`config.mk`:
```
export PLATFORM = sky130hd
export DESIGN_NAME = mem_port_arbiter
export DESIGN_NICKNAME = d
export VERILOG_FILES = /design/src/rtl/mem_pkg.sv /design/src/rtl/mem_port_arbiter.sv
export SDC_FILE = /design/constraint.sdc
export NUM_CORES = 1
export LEC_CHECK = 0
export CAP_MARGIN = 10
export CORE_AREA = 2 2 103 115
export CTS_BUF_LIST = sky130_fd_sc_hd__clkbuf_4
export DETAILED_ROUTE_END_ITERATION = 10
export DIE_AREA = 0 0 105 117
export PLACE_DENSITY_LB_ADDON = 0.15
export SYNTH_ARGS = -nofsm -noshare
export SYNTH_HDL_FRONTEND = slang
export SYNTH_SLANG_ARGS = --single-unit
```
`constraint.sdc`:
```
create_clock -name clk -period 2.3 [get_ports clk]
set_input_delay 0.46 -clock clk [delete_from_list [all_inputs] [get_ports clk]]
set_output_delay 0.46 -clock clk [all_outputs]
set_load 0.02 [all_outputs]
```
`src/rtl/mem_pkg.sv`:
```
// Shared definitions for the memory port arbiter: sizes, arbiter states, requester ids.
package mem_pkg;

    localparam int unsigned MEM_AW    = 32;
    localparam int unsigned MEM_DW    = 32;
    localparam int unsigned MEM_WORDS = 1024;
    localparam int unsigned MEM_IW    = $clog2(MEM_WORDS);

    typedef enum logic {
        ARB_IDLE   = 1'b0,
        ARB_LOCKED = 1'b1
    } arb_state_e;

    typedef enum logic {
        REQ_IF = 1'b0,
        REQ_D  = 1'b1
    } req_id_e;

    // Word index of a byte address.
    function automatic logic [MEM_IW-1:0] word_idx(input logic [MEM_AW-1:0] addr);
        return addr[MEM_IW+1:2];
    endfunction

endpackage

```
`src/rtl/mem_port_arbiter.sv`:
```
// Two-requester (IF / D) arbiter for a single-port async-read memory with 1-cycle responses.
// Build option MEM_ARB_RR_EN: round-robin contention instead of D-priority with IF starvation guard.
module mem_port_arbiter
    import mem_pkg::*;
#(
    parameter int unsigned AW           = MEM_AW,
    parameter int unsigned DW           = MEM_DW,
    parameter int unsigned STARVE_LIMIT = 4
) (
    input  logic          clk,
    input  logic          rst_n,
    input  logic          if_req,
    input  logic [AW-1:0] if_addr,
    output logic          if_gnt,
    output logic          if_rvalid,
    output logic [DW-1:0] if_rdata,
    input  logic          d_req,
    input  logic          d_we,
    input  logic          d_lock,
    input  logic [AW-1:0] d_addr,
    input  logic [DW-1:0] d_wdata,
    output logic          d_gnt,
    output logic          d_rvalid,
    output logic [DW-1:0] d_rdata,
    output logic          mem_we,
    output logic [AW-1:0] mem_addr,
    output logic [DW-1:0] mem_wdata,
    input  logic [DW-1:0] mem_rdata
);

    arb_state_e    r_state;
    logic          r_if_rvalid;
    logic [DW-1:0] r_if_rdata;
    logic          r_d_rvalid;
    logic [DW-1:0] r_d_rdata;
    logic          w_both;
    logic          w_if_gnt;
    logic          w_d_gnt;

`ifdef MEM_ARB_RR_EN
    req_id_e       r_last_gnt;
`else
    logic [3:0]    r_starve_cnt;
`endif

    always_comb begin
        w_both   = if_req & d_req;
        w_if_gnt = 1'b0;
        w_d_gnt  = 1'b0;
        if (rst_n) begin
            if (r_state == ARB_LOCKED) begin
                w_d_gnt = d_req;
            end else if (w_both) begin
`ifdef MEM_ARB_RR_EN
                w_d_gnt  = (r_last_gnt == REQ_IF);
`else
                w_d_gnt  = (r_starve_cnt != 4'(STARVE_LIMIT));
`endif
                w_if_gnt = ~w_d_gnt;
            end else begin
                w_d_gnt  = d_req;
                w_if_gnt = if_req;
            end
        end
    end

    always_ff @(posedge clk) begin
        if (!rst_n) begin
            r_state     <= ARB_IDLE;
            r_if_rvalid <= 1'b0;
            r_if_rdata  <= '0;
            r_d_rvalid  <= 1'b0;
            r_d_rdata   <= '0;
`ifdef MEM_ARB_RR_EN
            r_last_gnt  <= REQ_IF;
`else
            r_starve_cnt <= '0;
`endif
        end else begin
            r_if_rvalid <= w_if_gnt;
            r_d_rvalid  <= w_d_gnt;
            if (w_if_gnt) begin
                r_if_rdata <= mem_rdata;
            end
            if (w_d_gnt) begin
                r_d_rdata <= d_we ? '0 : mem_rdata;
            end

            case (r_state)
                ARB_IDLE:   if (w_d_gnt && d_lock) r_state <= ARB_LOCKED;
                ARB_LOCKED: if (!d_lock) r_state <= ARB_IDLE;
                default:    r_state <= ARB_IDLE;
            endcase

`ifdef MEM_ARB_RR_EN
            // Only contested IDLE cycles move the round-robin pointer.
            if (r_state == ARB_IDLE && w_both) begin
                r_last_gnt <= w_d_gnt ? REQ_D : REQ_IF;
            end
`else
            if (w_if_gnt) begin
                r_starve_cnt <= '0;
            end else if (if_req && r_starve_cnt != 4'(STARVE_LIMIT)) begin
                r_starve_cnt <= r_starve_cnt + 4'd1;
            end
`endif
        end
    end

    assign if_gnt    = w_if_gnt;
    assign d_gnt     = w_d_gnt;
    assign if_rvalid = r_if_rvalid;
    assign if_rdata  = r_if_rdata;
    assign d_rvalid  = r_d_rvalid;
    assign d_rdata   = r_d_rdata;
    assign mem_we    = w_d_gnt & d_we;
    assign mem_addr  = w_d_gnt ? d_addr : (w_if_gnt ? if_addr : '0);
    assign mem_wdata = w_d_gnt ? d_wdata : '0;

endmodule

```
==> results.cfg, run 1 <==
[drt]
drtPass1Iterations = 6
viasPerCell = 5.91
met1Wirelength_um = 6860
highest_layer = met4
drtIter0Drc = 314
totalWireLength_um = 17800
wire_per_inst_um = 19.3
route.met3.wl_um = 1260
drc_errors = 0
met2_length_um = 9230
dr_total_vias = 5436
final_antenna_net_count = 0

[placed_design]
numPortBuffers = 266
place_hpwl_um = 12000
place.gp.congestion = 0.838

[global_routing]
grt_pass1_vias = 5278
grt_use_total_pct = 27.3
gr-total-overflow = 0
grt_antenna_before_repair = 0
grt_max_degree = 85
grt_pass1_wl_um = 26900

[cells_and_area]
areaGrowthSynthToFinish_pct = 80.5
final_util_pct = 67.2
insertedDiodeCount = 0
nets = 901
drive_gt1_share_pct = 23.0
fillCellCount = 947

[power_and_ir_drop]
p_int_mw = 2.25
irDropWorstVdd_v = 0.000215
seqPwrFrac_pct = 40.9
p_leak_nw = 2.85
p_per_area_mw_per_mm2 = 440
p_total_mw = 3.31
p_clk_share_pct = 23.7
p_comb_share_pct = 35.5
switching_share_pct = 31.9
switchingPower_mw = 1.05

[critical_path]
cp_slowest_stage_delay_ns = 0.35
crit_fanout = 8
crit_path_top_delay_cell = dfxtp_2
worstSetupPathType = flip-flop to output port
arrival_ns = 1.98
crit_family = buffers and inverters
cp.buffers_inverters = 4
end_kind = output port
path_common_cell = buf_6
path_cells = inv_2 -> ha_4 -> and3b_2 -> a21oi_4 -> buf_6 -> buf_16 -> and3_4 -> buf_6
startpoint_type = flip-flop
cp_data_required_time_ns = 1.84
reg2reg_depth = 10
r2r_end = d_rdata[3]$_SDFFE_PN0P_
regToRegSetupSlack_ns = 0.40
r2r-start = r_starve_cnt[0]$_SDFFE_PP0P_

[hold_path]
holdPathEnd = d_rdata[17]$_SDFFE_PN0P_
hp-class = flip-flop to flip-flop
hold_start = d_rdata[17]$_SDFFE_PN0P_
hold_depth = 1

[floorplan]
core-area_mm2 = 0.0112
boundaryPins = 267
die_height_um = 117
placementRows = 41
dieWidth_um = 105
start_util_pct = 37.2
design.die.area_mm2 = 0.0123

[run_status]
status = finished, violations left
violations = negative setup slack

[timing]
max_freq_mhz = 410
fin_skew_ns = 0.0139
report.final.hold_viol_count = 0
maxSlewViolCount = 0
fin_crit_sh_pct = 106
fin_crit_ns = 2.44
rsz0062_at_grt = yes
slew_headroom_pct = 50.0
final.setup.tns_ns = -6.43
setup_viol = 66
setup_slack_ns = -0.140
worst_pin_slew_ns = 0.750

[yosys]
syn_avg_cell_area_um2 = 8.19
synth_edf_count = 0
synth_top_area_share_pct = 34.1
yosysWarnings = 0
synthFlopType = dfxtp_1
yosysMostFrequentCell = nand4_1
yosys.area.top_type = dfxtp_1
syn_inst = 508
synth_area_mm2 = 0.00416
synth_nets = 644
synth-async-reset-ratio_pct = 0
synth_cell_types = 33
synth_seq_cells = 71
synth_area_leaders = dfxtp_1, nand4_1, o211ai_1
synth_common_cells = nand4_1, dfxtp_1, o211ai_1
synth.yosys.seq_area_share_pct = 34.1

[clock_tree]
path_clk_slew_ns = 0.12
holdBufCountCts = 0
clock_path_buffers = 2
cts_sinks = 71
cts-buffers-inserted = 9
h-tree-depth = 3
cts_tree = built
cts-root-buf = clkbuf_4
clk_latency_ns = 0.43

[flow_run]
maxCapViolCount = 0
cell usage in the layout (no fill, tap or decap), types with 11 or more instances in the layout:
| master | netlist | final |
|---|---|---|
| buf_6 | 6 | 39 |
| a22o_1 | 32 | 32 |
| nand4_1 | 129 | 129 |
| clkbuf_4 | 0 | 11 |
| clkdlybuf4s50_1 | 0 | 197 |
| a21oi_1 | 35 | 35 |
| buf_4 | 3 | 71 |
| dfxtp_1 | 71 | 69 |
| o211ai_1 | 64 | 64 |
| and3_1 | 34 | 14 |
| and3_4 | 0 | 20 |
| nand3_1 | 33 | 33 |
| buf_12 | 0 | 11 |
metal layers:
| layer | up-vias | GRT usage, % |
|---|---|---|
| li1 | 2553 | - |
| met1 | 2604 | 30.8 |
| met2 | 248 | 50.3 |
| met3 | 31 | 5.92 |
| met4 | 0 | 11.1 |
| met5 | - | 0 |
metrics by stage:
stage | hold slack [ns] | instance area [µm²] | instances | worst slack (ns)
2_1_floorplan | 0.465 | 4160 | 508 | 0.199
3_3_place_gp | 0.455 | 7110 | 891 | -0.462
3_5_place_dp | 0.455 | 7110 | 891 | -0.465
4_1_cts | 0.454 | 7450 | 920 | -0.141
5_1_grt | 0.499 | 7510 | 920 | -0.215
6_report | 0.484 | 7510 | 920 | -0.140
registers in the layout, indices dropped and copies added, names as in the netlist:
signal / count
d_rdata: 32
if_rdata: 32
r_starve_cnt: 4
d_rvalid: 1
if_rvalid: 1
r_state: 1
power by group through the flow:
stage	Sequential (mW)	Combinational, mW	Clock, mW
2_1_floorplan	1.45	0.403	0
3_3_place_gp	1.37	1.08	0
3_5_place_dp	1.38	1.11	0
4_1_cts	1.35	1.15	0.804
5_1_grt	1.36	1.23	0.848
6_report	1.35	1.17	0.783
repair_timing:
action / 4_1_cts / 5_1_grt
gates resized for setup: 387 / 19
pin swaps: 14 / 6
cloned: 5 / 1
setup endpoints to repair: 67 / 67
buffers inserted: 8 / 0
area by class of cell:
class                      instances  area [µm²]  area share [%]
timing repair buffer             327        3280            43.7
multi-input combinational        351        2470            32.8
sequential                        71        1420            19.0
tap                              150         188            2.50
clock buffer                      11        82.6            1.10
clock inverter                     5        48.8           0.650
inverter                           5        18.8           0.250
worst max path at each step:
stage                                             from             to  cells after the start
final                     r_starve_cnt[0]$_SDFFE_PP0P_  mem_wdata[18]                      8
after global routing      r_starve_cnt[0]$_SDFFE_PP0P_  mem_wdata[22]                      8
after CTS                 r_starve_cnt[1]$_SDFFE_PP0P_  mem_wdata[20]                      8
after detailed placement                        if_req  mem_wdata[20]                      7
after global placement                          if_req  mem_wdata[20]                      7
after floorplan                                 if_req         if_gnt                      6
cells by family after synthesis:
| logic type | Yosys count | share of synthesized area, % |
|---|---|---|
| compound gates | 140 | 25.1 |
| simple gates | 209 | 30.3 |
| flops | 71 | 34.1 |
| buf+inv | 86 | 9.89 |
| fa+ha+maj | 2 | 0.601 |
No activity file was read; power rests on OpenSTA's default activity.
==> run 2: changes to the inputs <==
GPL_ROUTABILITY_DRIVEN = 0   (was default)
SLEW_MARGIN = 20   (was default)
==> results of run 2 <==
No change in the layout: final DEF, timing and power equal those of run 1.
==> edit 1 (config.mk and constraints of run 1) <==
Add a define of `MEM_ARB_RR_EN`.
--- a/src/rtl/mem_port_arbiter.sv
+++ b/src/rtl/mem_port_arbiter.sv
@@ -1,4 +1,6 @@
 // Two-requester (IF / D) arbiter for a single-port async-read memory with 1-cycle responses.
 // Build option MEM_ARB_RR_EN: round-robin contention instead of D-priority with IF starvation guard.
+`define MEM_ARB_RR_EN
+
 module mem_port_arbiter
     import mem_pkg::*;
Function: changed (Yosys sat finds a counterexample within 4 cycles, from zero or initial values and one cycle with rst_n low).
==> edit 1 against run 1 <==
- the run still ends with negative setup slack left
- clock power increased by 28%
- worst setup slack improved by 0.13 ns
- final area decreased by 14%
- via count decreased by 28%
- register-to-register slack improved by 0.42 ns
- die area unchanged
- non-clock buffer count decreased by 29
- power increased by 1.4%
- sequential cell count decreased by 3
- wire length decreased by 10%
- count of clock-buffer cells in the layout unchanged
- area after synthesis decreased by 20%
- largest cell class unchanged
- highest routed layer is now met5
==> edit 1: results (changes against run 1) <==
Parameter                              Value

Run status
  Run status ... finished with violations (unchanged)
  Violations in the final reports ... negative setup slack (unchanged)

Synth
  Top cells by count, synth ... dfxtp_1 (68), and2_1 (34), nand2b_1 (34) (was nand4_1 (129), dfxtp_1 (71), o211ai_1 (64))
  Seq/Total Area, Yosys ... 0.408 (was 0.341)
  Post-synthesis cell type count ... 22 (was 33)

Drt
  Number of iterations in the first detailed-routing pass ... 5 (was 6)
  Number of design-rule violations left by the first detailed-router iteration ... 260 (was 314)
  Average vias per placed instance ... 4.91 (was 5.91)

STA
  Final setup slack of the worst path ... -0.00962 ns (was -0.140 ns)
  Count of endpoints failing setup in the final report ... 2 (was 66)
  Slew Limit Headroom ... 0.587 (was 0.500)

GRT
  Initial antenna violation count ... 1 (was 0)
  Global-route wire length before repair ... 23,100 um (was 26,900 um)
  Pin count of the biggest net entering global routing ... 65 (was 85)

Critical path
  Maximum cell stage delay along the critical path ... 0.38 ns (was 0.35 ns)
  R2R Setup Slk ... 0.82 ns (was 0.40 ns)
  Arrival time of the worst setup path ... 1.85 ns (was 1.98 ns)
  Worst reg2reg endpoint ... d_rdata[31] (was d_rdata[3])
  Cells on worst reg2reg path ... 5 (was 10)

Pwr
  Power spent charging and discharging nets ... 966 uW (was 1050 uW)
  Maximum VDD drop ... 372 uV (was 215 uV)
  Leakage power summed over all cells ... 0.00264 uW (was 0.00285 uW)

Clock tree
  Clock Latency Late Sink ... 0.41 ns (was 0.43 ns)

Min path
  Type of the worst min-delay path ... in -> reg (was reg -> reg)

Placed design
  HPWL after detailed placement ... 11,900 um (was 12,000 um)

Final layout
  Count of nets after finishing ... 781 (was 901)
==> edit 1: through the flow <==
step / std cells / utilization / TNS, ns / worst slack (ns) / area [um^2]
finish: 802 / 0.577 / -0.0149 / -0.00962 / 6450
global route: 802 / 0.577 / -0.904 / -0.0939 / 6450
CTS: 801 / 0.592 / -0.148 / -0.0583 / 6620
detailed placement: 776 / 0.560 / -32.82 / -0.569 / 6260
global placement: 776 / 0.560 / -29.62 / -0.507 / 6260
floorplan: 376 / - / 0 / 0.246 / 3340
==> edit 1: how the worst min path moves through the flow <==
stage               cells after the start  slack, ns   startpoint          end
finish                                  3       0.39        rst_n     d_rvalid
global route                            3       0.37        rst_n     d_rvalid
CTS                                     3       0.34        rst_n     d_rvalid
detailed placement                      2       0.45   d_rdata[1]   d_rdata[1]
global placement                        2       0.44  d_rdata[28]  d_rdata[28]
floorplan                               1       0.50   r_last_gnt     d_rvalid
==> edit 1: cells by family after synthesis <==
logic type | share of synthesized area
AOI/OAI and AO/OA | 0.213
buffers and inverters | 0.0584
and+or+nand+nor | 0.222
xor gates and xnor gates | 0.00262
DFF | 0.408
muxes | 0.0959
==> edit 1: cell type report <==
cell class	instances	area, um^2
flip-flops and latches	68	1370
clock inverters	5	100
well taps	150	188
fillers	1085	4730
multi-input cells	270	1870
repair buffers	298	2850
clock buffers	11	82.6
==> edit 1: routing by layer <==
metal  global-route usage  routed length [um]  vias to the layer above
met2                0.436                7730                      202
li1                     -                   -                     1850
met5                    0                  12                        -
met1                0.277                6120                     1854
met4                0.110                 424                        2
met3                0.102                1750                       29
==> edit 1: worst max-delay path, delay by kind of cell (launching register included) <==
kind | cells | cell delay (ns)
AOI/OAI and AO/OA | 2 | 0.34
buffers and inverters | 4 | 0.56
DFF | 1 | 0.38
and+or+nand+nor | 1 | 0.16
==> edit 1: power by group through the flow <==
stage	combinational (uW)	clock, uW	sequential, uW
floorplan	352	0	1380
detailed placement	1060	0	1300
finish	1070	1000	1280
global route	1130	1080	1280
CTS	1090	1040	1280
global placement	1050	0	1300
==> edit 1: what timing repair did <==
item,in CTS,in global routing
setup endpoints to repair,67,49
pin swaps,3,2
gates resized for setup,217,39
gates cloned,3,0
buffers inserted,6,1
==> edit 2 (flow settings as in run 1) <==
Made on the original files. Reset style: asynchronous (`rst_n`), changed in one clocked block.
--- a/src/rtl/mem_port_arbiter.sv
+++ b/src/rtl/mem_port_arbiter.sv
@@ -65,5 +65,5 @@
     end
 
-    always_ff @(posedge clk) begin
+    always_ff @(posedge clk or negedge rst_n) begin
         if (!rst_n) begin
             r_state     <= ARB_IDLE;
Check against the original RTL: differs if rst_n is asserted again (counterexample within 4 cycles, from zero or initial values and one cycle with rst_n low); with rst_n held inactive, the same outputs for 10 cycles.
==> edit 2 against run 1 <==
- the run still ends with negative setup slack left
- area after synthesis shrank 16%
- critical path depth is 1 higher
- wire length fell by 15%
- worst setup slack worse by 0.21 ns
- non-clock buffer count shrank 8
- final area is 3.3% lower
- sequential cell count did not move
- highest routed layer unchanged
Power is not compared: it rests on default switching activity, and its combinational part moved more than twofold at a synthesized area within 25%.
==> edit 2: results (changes against run 1) <==
Parameter                              Value

Run status
  Run status ... finished with violations (unchanged)
  Violations in the final reports ... negative setup slack (unchanged)

Synth
  Syn Inst Count ... 279 (was 508)
  Post-synthesis cell type count ... 25 (was 33)
  Cell types occupying the most area after synthesis ... dfrtp_1 (51%), mux2_2 (21%), a22o_1 (8.0%) (was dfxtp_1 (34%), nand4_1 (19%), o211ai_1 (12%))
  Top cells by count, synth ... dfrtp_1 (71), mux2_2 (64), and2_1 (33) (was nand4_1 (129), dfxtp_1 (71), o211ai_1 (64))
  Most used flip-flop cell after synthesis ... dfrtp_1 (was dfxtp_1)

Critical path
  Crit Reg-Reg Startpoint ... r_starve_cnt[0] (unchanged)
  R2R Setup Slk ... 0.10 ns (was 0.40 ns)
  Endpoint of the worst setup timing path ... mem_addr[2] (was mem_wdata[18])
  Maximum cell stage delay along the critical path ... 0.40 ns (was 0.35 ns)
  Arrival time of the worst setup path ... 2.19 ns (was 1.98 ns)
  Cells on worst reg2reg path ... 9 (was 10)

Placed design
  Post-placement worst setup slack ... -0.421 ns (was -0.465 ns)
  RePlAce Congestion ... 0.839 (was 0.838)

STA
  Final setup slack of the worst path ... -0.350 ns (was -0.140 ns)
  Slew Limit Headroom ... 0.416 (was 0.500)
  Clock tree skew after final layout ... 0.0166 ns (was 0.0139 ns)
  Setup TNS ... -16.37 ns (was -6.43 ns)
  Count of endpoints failing setup in the final report ... 66 (unchanged)

Final layout
  Final antenna diode count ... 1 (was 0)
  Multi-input gate share of the layout cell area ... 0.236 (was 0.328)
  Count of nets after finishing ... 724 (was 901)
  Count of clock buffers in the final design ... 9 (was 11)
  Signal buffers share of area ... 0.474 (was 0.437)
  Proportion of cell area spent on the clock network ... 0.0179 (was 0.0175)
  Number of multi-input combinational cells ... 183 (was 351)
  Share of layout cells above drive strength 1 ... 0.396 (was 0.230)

Drt
  Average wire per standard cell ... 20.2 um (was 19.3 um)
  Routed length on met2 ... 8210 um (was 9230 um)
  Detail Route met3 WL ... 916 um (was 1260 um)
  Average vias per placed instance ... 4.70 (was 5.91)

Clock tree
  Clock Latency Late Sink ... 0.41 ns (was 0.43 ns)

GRT
  Via count of the first global-routing pass ... 3,506 (was 5,278)
  Pin count of the biggest net entering global routing ... 67 (was 85)
  Overall fraction of global-route tracks in use ... 0.227 (was 0.273)
  Global-route wire length before repair ... 20,800 um (was 26,900 um)
[edit 2: power by group through the flow]
stage / clock [uW] / sequential, uW / combinational, uW
after global placement: 0 / 1760 / 2350
after CTS: 795 / 1750 / 2550
after detailed placement: 0 / 1780 / 2380
after global routing: 845 / 1790 / 2760
final: 761 / 1750 / 2630
after floorplan: 0 / 2160 / 676
[edit 2: layer usage]
layer	track usage	vias to the layer above
met2	0.427	142
met1	0.256	1733
li1	-	1608
met5	0	-
met3	0.0581	11
met4	0.0658	0
[edit 2: cells by family after synthesis]
kind of cell,count (synthesis),synth area share
multiplexers,64,0.207
AND/OR/NAND/NOR,76,0.135
flip-flops,71,0.510
buffers and inverters,25,0.0388
AO/OA/AOI/OAI,40,0.0995
XOR/XNOR,1,0.00252
adder cells (fa/ha/maj),2,0.00719
[edit 2: timing repair]
action                                  4_1_cts  5_1_grt
pin swaps                                    29       13
gates resized for setup                     366       35
hold buffers                                  1        0
setup buffers                                13       14
endpoints found under the setup margin       67       83
hold endpoints to repair                      5        0
gates cloned                                  4        5
